==> src/rtl/register_bank_arbiter_if.sv <==
// rtl/register_bank_arbiter_if.sv - one requester's access port onto the shared register bank
interface register_bank_arbiter_if #(
    parameter int DATA_W = 8,
    parameter int SEL_W  = 3
);
    logic              req;
    logic              we;
    logic [SEL_W-1:0]  sel;
    logic              indirect;
    logic [DATA_W-1:0] wdata;
    logic              gnt;
    logic [DATA_W-1:0] rdata;
    logic              rvalid;

    modport master (
        output req, we, sel, indirect, wdata,
        input  gnt, rdata, rvalid
    );

    modport slave (
        input  req, we, sel, indirect, wdata,
        output gnt, rdata, rvalid
    );
endinterface

==> src/rtl/register_bank_arbiter.sv <==
// rtl/register_bank_arbiter.sv - clears the 8x8 register bank after reset, then arbitrates A/B round-robin
module register_bank_arbiter #(
    parameter int DATA_W   = 8,
    parameter int SEL_W    = 3,
    parameter bit CLEAR_EN = 1'b1
) (
    input  logic                 i_clk,
    input  logic                 i_rst_n,
    register_bank_arbiter_if.slave io_a,
    register_bank_arbiter_if.slave io_b,
    output logic                 o_rb_write_en,
    output logic                 o_rb_read_en,
    output logic [SEL_W-1:0]     o_rb_rx_sel,
    output logic [SEL_W-1:0]     o_rb_ry_sel,
    output logic                 o_rb_indirect,
    output logic [DATA_W-1:0]    o_rb_wdata,
    input  logic [DATA_W-1:0]    i_rb_bus_data,
    output logic                 o_busy
);
    typedef enum logic {ST_CLEAR = 1'b0, ST_RUN = 1'b1} state_t;

    state_t            r_state;
    state_t            w_state_nxt;
    logic [SEL_W-1:0]  r_clr_cnt;
    logic              r_rr_ptr;      // 0: A wins a tie, 1: B wins a tie
    logic              r_a_rvalid;
    logic              r_b_rvalid;
    logic [DATA_W-1:0] r_a_rdata;
    logic [DATA_W-1:0] r_b_rdata;

    logic w_run;
    logic w_a_gnt;
    logic w_b_gnt;

    assign w_run   = (r_state == ST_RUN);
    assign w_a_gnt = w_run && io_a.req && (!io_b.req || !r_rr_ptr);
    assign w_b_gnt = w_run && io_b.req && (!io_a.req ||  r_rr_ptr);

    always_ff @(posedge i_clk) begin
        if (!i_rst_n) begin
            r_state <= CLEAR_EN ? ST_CLEAR : ST_RUN;
        end else begin
            r_state <= w_state_nxt;
        end
    end

    // The counter is all ones on the last clear write
    always_comb begin
        w_state_nxt = r_state;
        if (r_state == ST_CLEAR && r_clr_cnt == '1) begin
            w_state_nxt = ST_RUN;
        end
    end

    always_comb begin
        o_rb_write_en = 1'b0;
        o_rb_read_en  = 1'b0;
        o_rb_rx_sel   = '0;
        o_rb_ry_sel   = '0;
        o_rb_indirect = 1'b0;
        o_rb_wdata    = '0;
        o_busy        = 1'b0;
        if (r_state == ST_CLEAR) begin
            o_rb_write_en = 1'b1;
            o_rb_rx_sel   = r_clr_cnt;
            o_busy        = 1'b1;
        end else if (w_a_gnt) begin
            if (io_a.we) begin
                o_rb_write_en = 1'b1;
                o_rb_rx_sel   = io_a.sel;
                o_rb_wdata    = io_a.wdata;
            end else begin
                o_rb_read_en  = 1'b1;
                o_rb_ry_sel   = io_a.sel;
                o_rb_indirect = io_a.indirect;
            end
        end else if (w_b_gnt) begin
            if (io_b.we) begin
                o_rb_write_en = 1'b1;
                o_rb_rx_sel   = io_b.sel;
                o_rb_wdata    = io_b.wdata;
            end else begin
                o_rb_read_en  = 1'b1;
                o_rb_ry_sel   = io_b.sel;
                o_rb_indirect = io_b.indirect;
            end
        end
    end

    always_ff @(posedge i_clk) begin
        if (!i_rst_n) begin
            r_clr_cnt  <= '0;
            r_rr_ptr   <= 1'b0;
            r_a_rvalid <= 1'b0;
            r_b_rvalid <= 1'b0;
            r_a_rdata  <= '0;
            r_b_rdata  <= '0;
        end else begin
            if (r_state == ST_CLEAR) begin
                r_clr_cnt <= r_clr_cnt + 1'b1;
            end
            if (w_a_gnt) begin
                r_rr_ptr <= 1'b1;
            end else if (w_b_gnt) begin
                r_rr_ptr <= 1'b0;
            end
            r_a_rvalid <= w_a_gnt && !io_a.we;
            r_b_rvalid <= w_b_gnt && !io_b.we;
            if (w_a_gnt && !io_a.we) begin
                r_a_rdata <= i_rb_bus_data;
            end
            if (w_b_gnt && !io_b.we) begin
                r_b_rdata <= i_rb_bus_data;
            end
        end
    end

    assign io_a.gnt    = w_a_gnt;
    assign io_a.rvalid = r_a_rvalid;
    assign io_a.rdata  = r_a_rdata;
    assign io_b.gnt    = w_b_gnt;
    assign io_b.rvalid = r_b_rvalid;
    assign io_b.rdata  = r_b_rdata;
endmodule

==> src/flat_wrapper.sv <==
// flat-port wrapper written by rule: the top's interface ports become plain ports
module register_bank_arbiter_flat 
#(
    parameter int DATA_W   = 8,
    parameter int SEL_W    = 3,
    parameter bit CLEAR_EN = 1'b1
)
  (i_clk, i_rst_n, o_rb_write_en, o_rb_read_en, o_rb_rx_sel, o_rb_ry_sel, o_rb_indirect, o_rb_wdata, i_rb_bus_data, o_busy, io_a_req, io_a_we, io_a_sel, io_a_indirect, io_a_wdata, io_a_gnt, io_a_rdata, io_a_rvalid, io_b_req, io_b_we, io_b_sel, io_b_indirect, io_b_wdata, io_b_gnt, io_b_rdata, io_b_rvalid);
  register_bank_arbiter_if #(.DATA_W(DATA_W), .SEL_W(SEL_W)) io_a_i ();
  register_bank_arbiter_if #(.DATA_W(DATA_W), .SEL_W(SEL_W)) io_b_i ();
  input  logic i_clk;
  input  logic i_rst_n;
  output logic o_rb_write_en;
  output logic o_rb_read_en;
  output logic [SEL_W-1:0] o_rb_rx_sel;
  output logic [SEL_W-1:0] o_rb_ry_sel;
  output logic o_rb_indirect;
  output logic [DATA_W-1:0] o_rb_wdata;
  input  logic [DATA_W-1:0] i_rb_bus_data;
  output logic o_busy;
  input wire logic [$bits(io_a_i.req)-1:0] io_a_req;
  input wire logic [$bits(io_a_i.we)-1:0] io_a_we;
  input wire logic [$bits(io_a_i.sel)-1:0] io_a_sel;
  input wire logic [$bits(io_a_i.indirect)-1:0] io_a_indirect;
  input wire logic [$bits(io_a_i.wdata)-1:0] io_a_wdata;
  output wire logic [$bits(io_a_i.gnt)-1:0] io_a_gnt;
  output wire logic [$bits(io_a_i.rdata)-1:0] io_a_rdata;
  output wire logic [$bits(io_a_i.rvalid)-1:0] io_a_rvalid;
  input wire logic [$bits(io_b_i.req)-1:0] io_b_req;
  input wire logic [$bits(io_b_i.we)-1:0] io_b_we;
  input wire logic [$bits(io_b_i.sel)-1:0] io_b_sel;
  input wire logic [$bits(io_b_i.indirect)-1:0] io_b_indirect;
  input wire logic [$bits(io_b_i.wdata)-1:0] io_b_wdata;
  output wire logic [$bits(io_b_i.gnt)-1:0] io_b_gnt;
  output wire logic [$bits(io_b_i.rdata)-1:0] io_b_rdata;
  output wire logic [$bits(io_b_i.rvalid)-1:0] io_b_rvalid;
  assign io_a_i.req = io_a_req;
  assign io_a_i.we = io_a_we;
  assign io_a_i.sel = io_a_sel;
  assign io_a_i.indirect = io_a_indirect;
  assign io_a_i.wdata = io_a_wdata;
  assign io_a_gnt = io_a_i.gnt;
  assign io_a_rdata = io_a_i.rdata;
  assign io_a_rvalid = io_a_i.rvalid;
  assign io_b_i.req = io_b_req;
  assign io_b_i.we = io_b_we;
  assign io_b_i.sel = io_b_sel;
  assign io_b_i.indirect = io_b_indirect;
  assign io_b_i.wdata = io_b_wdata;
  assign io_b_gnt = io_b_i.gnt;
  assign io_b_rdata = io_b_i.rdata;
  assign io_b_rvalid = io_b_i.rvalid;
  register_bank_arbiter #(.DATA_W(DATA_W), .SEL_W(SEL_W), .CLEAR_EN(CLEAR_EN)) u_core (.i_clk(i_clk), .i_rst_n(i_rst_n), .io_a(io_a_i), .io_b(io_b_i), .o_rb_write_en(o_rb_write_en), .o_rb_read_en(o_rb_read_en), .o_rb_rx_sel(o_rb_rx_sel), .o_rb_ry_sel(o_rb_ry_sel), .o_rb_indirect(o_rb_indirect), .o_rb_wdata(o_rb_wdata), .i_rb_bus_data(i_rb_bus_data), .o_busy(o_busy));
endmodule
==> config.mk <==
export PLATFORM = sky130hd
export DESIGN_NAME = register_bank_arbiter_flat
export DESIGN_NICKNAME = d
export VERILOG_FILES = /design/src/rtl/register_bank_arbiter_if.sv /design/src/rtl/register_bank_arbiter.sv /design/src/flat_wrapper.sv
export SDC_FILE = /design/constraint.sdc
export NUM_CORES = 1
export LEC_CHECK = 0
export ABC_AREA = 1
export BUFFER_PORTS_ARGS = -buffer_cell sky130_fd_sc_hd__buf_2
export CORE_ASPECT_RATIO = 0.5
export CORE_MARGIN = 2
export CORE_UTILIZATION = 35
export CTS_CLUSTER_SIZE = 10
export DETAILED_ROUTE_END_ITERATION = 6
export HOLD_SLACK_MARGIN = 0.06
export PLACE_DENSITY_LB_ADDON = 0.2
export RECOVER_POWER = 50
export SYNTH_ARGS = -nofsm -noshare
export SYNTH_HDL_FRONTEND = slang
export SYNTH_SLANG_ARGS = --single-unit
export TNS_END_PERCENT = 30
==> constraint.sdc <==
create_clock -name i_clk -period 1.5 [get_ports i_clk]
set_clock_uncertainty 0.1 [all_clocks]
set_input_delay 0.15 -clock i_clk [delete_from_list [all_inputs] [get_ports i_clk]]
set_output_delay 0.15 -clock i_clk [all_outputs]
set_load 0.005 [all_outputs]
==> impl_metrics.env <==
export IMPL_hp_class="in -> reg"
export IMPL_max_freq_mhz=630
export IMPL_clk_pin_slew_ps=80
export IMPL_crit_path_max_fanout=5
export IMPL_yosysTopAreaCell="dfxtp_1"
export IMPL_core_area_um2=3860
export IMPL_vdd_ir_drop_worst_v=0.000383
export IMPL_ys_ff_latch=23
export IMPL_fin_area_um2=2050
export IMPL_postSynthAreaPerCell_um2=6.55
export IMPL_nFillCells=409
export IMPL_synth_area_top_cells="dfxtp_1 (33%), nand2_1 (17%), inv_1 (11%), nor2_1 (6.7%), nand3_1 (5.7%)"
export IMPL_crit_family="flip-flops"
export IMPL_postRouteAntennaNets=0
export IMPL_dr_pass1_iters=4
export IMPL_max_cap_viol_count=0
export IMPL_status="complete, but fails checks"
export IMPL_rsz0062_at_grt="yes"
export IMPL_nNetsFinal=344
export IMPL_cts_tree="yes"
export IMPL_worst_pin_slew_ps=375
export IMPL_grt_pass1_wl_um=5890
export IMPL_row_count=16
export IMPL_critPathLaunchType="register"
export IMPL_violations="setup timing"
export IMPL_finalHoldViolCount=0
export IMPL_final_cells=357
export IMPL_antenna_cells=0
export IMPL_io_buffers=75
export IMPL_clock_path_buffers=2
export IMPL_synth_seq_area_share_pct=32.9
export IMPL_crit_path_frequent_cell="nand2_1"
export IMPL_power_mw=1.19
export IMPL_p_leak_nw=1.21
export IMPL_critPathKind="reg -> out"
export IMPL_gp_congestion=0.723
export IMPL_place_inst=340
export IMPL_post_drt_wl_per_cell_um=10.0
export IMPL_start_util_pct=36.3
export IMPL_place_hpwl_um=2670
export IMPL_layout_drive_gt1_share_pct=38.0
export IMPL_die_area_um2=4560
export IMPL_grt_start_max_net_pins=20
export IMPL_cp_cell_sequence="nand2_4, clkinv_8, nand2_8, nor2_4, clkbuf_16, nand2_1, nand2_1, buf_2"
export IMPL_clkLatencyLatePin_ps=260
export IMPL_finalSetupViolCount=14
export IMPL_finalCritPeriodShare_pct=106
export IMPL_die_h_um=48.7
export IMPL_preCtsSetupSlack_ps=41.7
export IMPL_yosysWarningCount=0
export IMPL_vias_per_cell=4.33
export IMPL_grt_pass1_vias=1362
export IMPL_synth_fp_nets=254
export IMPL_holdWs_ps=175
export IMPL_gr_total_overflow=0
export IMPL_final_common_cell="buf_2"
export IMPL_relSlewSlack_pct=75.0
export IMPL_period_needed_ps=1590
export IMPL_ios=76
export IMPL_syn_to_final_growth_pct=46.4
export IMPL_netlist_area_leader_share_pct=32.9
export IMPL_cp_end_kind="primary output"
export IMPL_synthCells=214
export IMPL_htree_num_levels=1
export IMPL_slew_viol_final=0
export IMPL_wl_um=3590
export IMPL_worst_slack_ps=-86.4
export IMPL_grt_usage_pct=15.9
export IMPL_antenna_found_initial=0
export IMPL_slowest_delay_ps=390
export IMPL_p_per_area_nw_per_um2=579
export IMPL_dr_total_vias=1547
export IMPL_cts_num_sinks=23
export IMPL_timing_rr_start="u_core.r_rr_ptr"
export IMPL_syn_area_um2=1400
export IMPL_place_area_um2=1820
export IMPL_cp_arrival_ps=1340
export IMPL_slowest_stage="dfxtp_4"
export IMPL_required_ps=1250
export IMPL_cts_root_buf="clkbuf_8"
export IMPL_yosysUniqueCellTypes=23
export IMPL_hp_start="i_rst_n"
export IMPL_layout_common_cells="buf_2 (70), nand2_1 (61), inv_1 (38)"
export IMPL_drtIter0Drc=56
export IMPL_drc=0
export IMPL_critPathBufInv=3
export IMPL_die_w_um=93.5
export IMPL_cts_buffers=3
export IMPL_crit_start="u_core.r_state"
-- state kept, by name, indices dropped and copies added, names as in the netlist --
register / count
u_core.io_b.rdata: 8
u_core.r_rr_ptr: 1
u_core.io_a.rdata: 8
u_core.io_a.rvalid: 1
u_core.io_b.rvalid: 1
u_core.r_clr_cnt: 3
u_core.r_state: 1
-- per-stage QoR --
step / TNS, ps / utilization (%)
5_1_grt: -2080 / 53.1
4_1_cts: -1060 / 51.6
6_report: -778 / 53.1
2_1_floorplan: 0 / -
3_5_place_dp: 0 / 47.1
3_3_place_gp: 0 / 47.1
-- logic make-up (layout without fill, tap and decap cells) --
family	count (synthesis)	in the layout	share of synthesized area, %
adders and majority gates	2	2	1.79
and+or+nand+nor	134	134	46.8
DFF	23	23	32.9
buffers and inverters	50	139	16.6
AOI/OAI and AO/OA	5	5	1.96
-- synthesized netlist by cell type --
cell type	count
nor2_2	8
buf_1	1
buf_6	4
inv_2	1
ha_1	2
nand2_4	4
clkbuf_1	1
or2_2	1
nand2_1	64
nand3_1	16
inv_1	40
buf_2	2
a21oi_1	2
nand3_4	2
nand4_1	8
nor2_1	25
nor2_4	2
o21ai_0	2
o211ai_1	1
nand3_2	2
clkinv_8	1
dfxtp_1	23
nand2_2	2
-- routing by layer --
metal  track usage [%]  routed length, um
met1              18.6               1590
met2              30.1               1730
met3              3.58                241
met4              2.94                 22
met5                 0                  0
-- what timing repair did --
item                                    CTS  global route
gates cloned                              0             1
endpoints found under the setup margin   19            17
gates resized for setup                   5             6
hold buffers                              8             0
pin swaps                                 2             3
endpoints found under the hold margin     8             0
buffers inserted                          2             2
-- report_power, final --
part | total [mW] | switching [mW] | leakage (nW) | internal (mW)
combinational | 0.177 | 0.0900 | 1.00 | 0.0871
sequential | 0.627 | 0.00831 | 0.187 | 0.619
clock | 0.384 | 0.195 | 0.0228 | 0.190
total | 1.19 | 0.293 | 1.21 | 0.895
-- tightest hold or removal path, cell delays in order --
cell,delay (ps)
buf_2,210
nand2_1,110
nor2_1,30
-- path summary, 6_finish.rpt --
path | cells after the start | slack [ps] | endpoint
setup / recovery | 8 | -90 | o_rb_wdata[5]
hold / removal | 3 | 180 | u_core.io_a.rdata[5]
setup reg to reg | 7 | 290 | u_core.io_b.rdata[0]
hold reg to reg | 4 | 410 | u_core.io_b.rdata[6]
-- cell type report --
type,instances,area (um2),area share [%]
repair buffers,93,574,28.0
flip-flops and latches,23,465,22.7
multi-input cells,141,729,35.5
inverters,42,170,8.29
well taps,54,67.6,3.29
clock buffers,4,45.0,2.20
(Power assumes the default switching activity.)
